## config.mk

```make
export PLATFORM = sky130hd
export DESIGN_NAME = exe_tree_feeder
export DESIGN_NICKNAME = d
export VERILOG_FILES = /design/src/rtl/exe_tree_feeder.sv
export SDC_FILE = /design/constraint.sdc
export NUM_CORES = 1
export LEC_CHECK = 0
export ABC_AREA = 1
export CORE_ASPECT_RATIO = 1.75
export CORE_UTILIZATION = 50
export CTS_CLUSTER_SIZE = 14
export DETAILED_ROUTE_END_ITERATION = 8
export PLACE_DENSITY = 0.83
export SLEW_MARGIN = 20
export SYNTH_ARGS = -nofsm -noshare
export SYNTH_HDL_FRONTEND = slang
export SYNTH_SLANG_ARGS = --single-unit
```

## constraint.sdc

```tcl
create_clock -name clk -period 4.4 [get_ports clk]
set_clock_uncertainty 0.05 [all_clocks]
set_input_delay 0.66 -clock clk [delete_from_list [all_inputs] [get_ports clk]]
set_output_delay 0.66 -clock clk [all_outputs]
set_load 0.05 [all_outputs]
```

## src/rtl/exe_tree_feeder.sv

```systemverilog
// Initiator side of the adder-tree start/finish handshake: packs a word-serial
// float32 stream into NI-lane groups, starts the tree and buffers each group sum.
module exe_tree_feeder #(
  parameter int NI      = 8,
  parameter int TIMEOUT = 64
) (
  input  logic             clk,
  input  logic             reset,
  input  logic             in_valid,
  input  logic [31:0]      in_data,
  input  logic             in_last,
  output logic             in_ready,
  output logic [NI*32-1:0] tree_inputs,
  output logic             tree_start,
  input  logic [31:0]      tree_summation,
  input  logic             tree_finish,
  output logic             sum_valid,
  output logic [31:0]      sum_data,
  output logic             sum_last,
  input  logic             sum_ready,
  output logic             busy,
  output logic             error
);

  localparam int CNT_W  = (NI > 1) ? $clog2(NI) : 1;
  localparam int WAIT_W = (TIMEOUT > 1) ? $clog2(TIMEOUT) : 1;
  localparam logic [CNT_W-1:0]  LAST_LANE  = CNT_W'(NI - 1);
  localparam logic [WAIT_W-1:0] WAIT_LIMIT = WAIT_W'(TIMEOUT - 1);

  typedef enum logic [1:0] {
    S_FILL  = 2'd0,
    S_ISSUE = 2'd1,
    S_WAIT  = 2'd2,
    S_HOLD  = 2'd3
  } state_e;

  state_e              state_q;
  state_e              state_d;
  logic [CNT_W-1:0]    cnt_q;
  logic [WAIT_W-1:0]   wait_cnt_q;
  logic [31:0]         lanes_q [NI];
  logic                grp_last_q;
  logic                in_ready_q;
  logic                tree_start_q;
  logic                sum_valid_q;
  logic [31:0]         sum_data_q;
  logic                sum_last_q;
  logic                busy_q;
  logic                error_q;

  logic                accept_s;
  logic                group_done_s;
  logic                timeout_s;
  logic                enter_fill_s;

  // Handshake decode and next-state selection.
  always_comb begin
    accept_s     = in_valid && in_ready_q;
    group_done_s = accept_s && ((cnt_q == LAST_LANE) || in_last);
    timeout_s    = (wait_cnt_q == WAIT_LIMIT);
    state_d      = state_q;
    case (state_q)
      S_FILL: begin
        if (group_done_s) begin
          state_d = S_ISSUE;
        end else begin
          state_d = S_FILL;
        end
      end
      S_ISSUE: begin
        state_d = S_WAIT;
      end
      S_WAIT: begin
        if (tree_finish) begin
          state_d = S_HOLD;
        end else if (timeout_s) begin
          state_d = S_FILL;
        end else begin
          state_d = S_WAIT;
        end
      end
      S_HOLD: begin
        if (sum_valid_q && sum_ready) begin
          state_d = S_FILL;
        end else begin
          state_d = S_HOLD;
        end
      end
      default: begin
        state_d = S_FILL;
      end
    endcase
    enter_fill_s = (state_q != S_FILL) && (state_d == S_FILL);
  end

  // FSM state, lane packing, result capture and registered status outputs.
  always_ff @(posedge clk) begin
    if (reset) begin
      state_q      <= S_FILL;
      cnt_q        <= '0;
      wait_cnt_q   <= '0;
      grp_last_q   <= 1'b0;
      in_ready_q   <= 1'b1;
      tree_start_q <= 1'b0;
      sum_valid_q  <= 1'b0;
      sum_data_q   <= 32'h0000_0000;
      sum_last_q   <= 1'b0;
      busy_q       <= 1'b0;
      error_q      <= 1'b0;
      for (int k = 0; k < NI; k++) begin
        lanes_q[k] <= 32'h0000_0000;
      end
    end else begin
      state_q      <= state_d;
      in_ready_q   <= (state_d == S_FILL);
      busy_q       <= (state_d != S_FILL);
      tree_start_q <= (state_d == S_ISSUE);
      sum_valid_q  <= (state_d == S_HOLD);
      case (state_q)
        S_FILL: begin
          if (accept_s) begin
            lanes_q[cnt_q] <= in_data;
            cnt_q          <= cnt_q + CNT_W'(1);
            grp_last_q     <= in_last;
          end
        end
        S_ISSUE: begin
          wait_cnt_q <= '0;
        end
        S_WAIT: begin
          wait_cnt_q <= wait_cnt_q + WAIT_W'(1);
          if (tree_finish) begin
            sum_data_q <= tree_summation;
            sum_last_q <= grp_last_q;
          end else if (timeout_s) begin
            error_q <= 1'b1;
          end
        end
        S_HOLD: begin
          sum_data_q <= sum_data_q;
        end
        default: begin
          wait_cnt_q <= '0;
        end
      endcase
      // Every new group starts from +0.0 in all lanes, so short groups pad cleanly.
      if (enter_fill_s) begin
        cnt_q <= '0;
        for (int k = 0; k < NI; k++) begin
          lanes_q[k] <= 32'h0000_0000;
        end
      end
    end
  end

  // Flatten the lane registers onto the operand bus.
  always_comb begin
    tree_inputs = '0;
    for (int k = 0; k < NI; k++) begin
      tree_inputs[k*32 +: 32] = lanes_q[k];
    end
  end

  assign in_ready   = in_ready_q;
  assign tree_start = tree_start_q;
  assign sum_valid  = sum_valid_q;
  assign sum_data   = sum_data_q;
  assign sum_last   = sum_last_q;
  assign busy       = busy_q;
  assign error      = error_q;

endmodule

```

==> impl_results.md <==
- Final setup margin: roughly 1.4 ns
- WL final: 31700 microns
- Number of iterations in the first detailed-routing pass: 5
- Clock net sink count: 306
- Drc violations: 0
- Routed wire per std cell: about 21 microns
- Die width: about 110 microns
- TNS Setup: 0 ns
- Final setup fails: 0
- FF/Latch Area: 8690 sq um
- Worst hold start: grp_last_q
- Core area: about 22000 sq um
- Most common cell after layout, fill and taps aside: clkdlybuf4s50_1
- R2r startpoint: state_q[0]
- Detail Route Antenna Nets: 0
- TritonCTS clock tree: yes
- Clock Pin Slew Worst Setup and Hold Paths: roughly 0.06 ns
- Max Slew Vio Count: 0
- # hold bufs at CTS: 0
- CTS resizes: 0
- Place WS: 1.04 ns
- Total track usage: a little over a quarter
- Leakage: 6.07 nW
- Max clock buf depth: 3
- Max-cap viol count: 0
- Synth Warn #: 0
- Synth area leader: edfxtp_1
- Die Ht: 200 microns
- Row Count: 72
- Unrepaired setup endpoints after global routing: false
- CTS Buf Count: 26
- Sequential area share after synthesis: 77.9%
- CP startpoint kind: flop
- Worst EP arrival: 3.07 ns
- Most frequent cells in the layout: 363 x clkdlybuf4s50_1, 335 x nor2_1, 256 x edfxtp_1
- HPWL Detailed: around 23000 microns
- Area growth syn-to-layout: 40.0%
- Hold WC Path Type: flop to flop
- Filler cells: 1489
- R2r setup slk: 1.43 ns
- Final period util: 67.5%
- I/O Buffers: 363
- Post-CTS setup buffers: 0
- Via count: 7724
- Post-synth cell types: 23
- Nets@finish: roughly 1300
- First-pass GRT wire length: between 40000 and 50000 microns
- Cell Area, Synth: roughly 11000 sq um
- Synthesized flop and latch total: 306
- Layout cells sized above 1: 4.95%
- Nature of the critical path endpoint: flop
- Overflow after GRT: 0
- GP Congestion: 0.877
- Initial core utilization: 50.8%
- Power density cells: 484 nW/um^2
- # diodes: 0
- Final Critical Period: between 2 and 3 ns
- Relative slew slack: 36.2%
- Final Hold Fails: 0
- DRT iter0 DRCs: 675
- Critical path type: flop to flop
- Total area of multi-input combinational cells: 1980 sq um
- H-Tree Depth: 1
- Top post-synthesis cells by area: edfxtp_1 69%, nor2_1 11%, dfxtp_1 9.0%
- Avg Inst Size Synth: between 10 and 15 sq um
- Status: finished, final reports clean
- Worst-Margin Slew: 0.956 ns
- Fmax: ~340 MHz
- Initial antenna violation count: 0
- Largest net degree at the start of global routing: 36
- Worst-skew pair later-pin latency: 0.54 ns
- CTS root buf: clkbuf_16
- Worst-path fanout max: 35
- Area share of the largest cell type after synthesis: approximately 69%
- Synthesized net count: a little over 900
- Worst Path Required: 4.49 ns
- Vias in the first global route: 7534
- Drt via density: 5.13
- Ports: about 360
- Gate Count Post-Synth: 841
- DIE AREA: 22900 sq um
- Worst Setup SP: state_q[0]
- Worst vdd ir: 0.354 mV
[area by class of cell]
cell class                      count  area share [%]
Multi-Input combinational cell    447            12.7
Sequential cell                   306            55.6
Clock buffer                       34            4.43
Clock inverter                      5           0.240
Tap cell                          296            2.37
Timing Repair Buffer              365            23.4
Inverter                           54            1.30
[cell families (layout without fill, tap and decap cells)]
group / Yosys count / count (layout) / share of synthesized area [%]
AOI/OAI and AO/OA: 45 / 45 / 2.02
xor gates and xnor gates: 1 / 1 / 0.0785
adders and majority gates: 7 / 7 / 0.785
buffers and inverters: 88 / 458 / 4.59
DFF: 306 / 306 / 77.9
and+or+nand+nor: 394 / 394 / 14.7
[worst paths after layout]
| kind | end | cells after the start |
|---|---|---|
| min | grp_last_q | 2 |
| max | lanes_q[4][7] | 10 |
| max reg2reg | lanes_q[4][7] | 10 |
| min reg2reg | grp_last_q | 2 |
[cell usage after synthesis, drive strengths merged]
library cell and n:
edfxtp 256, nor2 341, clkbuf 6, nor3b 3, o21ai 38, nand2 39, xor2 1, dfxtp 50
a21oi 7, buf 28, ha 7, inv 54, nand3 5, nor3 6
[critical path, stage by stage, from the launching register on]
cell	delay, ns
dfxtp_1	0.35
inv_1	0.11
ha_1	0.26
nand2_2	0.07
buf_4	0.27
nand2_1	0.09
a21oi_1	0.22
inv_1	0.06
nand2_1	0.11
nand3_2	0.24
nand2_2	0.75
[sequential cells by signal, summed over array words and instances (netlist names), 2 cells and up]
register / cells
lanes_q: 256
sum_data: 32
state_q: 2
wait_cnt_q: 6
cnt_q: 3
[power by group]
| part | leakage [nW] | internal, mW | switching (mW) |
|---|---|---|---|
| registers | 3.05 | 3.48 | 0.141 |
| clock network | 0.357 | 1.10 | 0.982 |
| logic | 2.67 | 0.513 | 1.35 |
[through the flow]
| step | hold WS [ns] | std cells | util [%] | power [mW] | area, sq um |
|---|---|---|---|---|---|
| floorplan | 0.390 | 841 | - | 4.80 | 11200 |
| global route | 0.455 | 1507 | 71.1 | 7.75 | 15600 |
| CTS | 0.427 | 1507 | 71.1 | 7.59 | 15600 |
| detailed placement | 0.418 | 1468 | 67.7 | 5.55 | 14900 |
| global placement | 0.411 | 1468 | 67.7 | 5.53 | 14900 |
| finish | 0.425 | 1507 | 71.1 | 7.56 | 15600 |
[routing by layer]
layer	vias to the layer above	share of wire [%]	track usage (%)
met1	3712	32	28.2
met2	435	55	50.8
met4	0	5.0	13.4
met5	-	0	0
li1	3494	-	-
met3	83	8.7	6.76
Power figures use the tool's default switching activity.
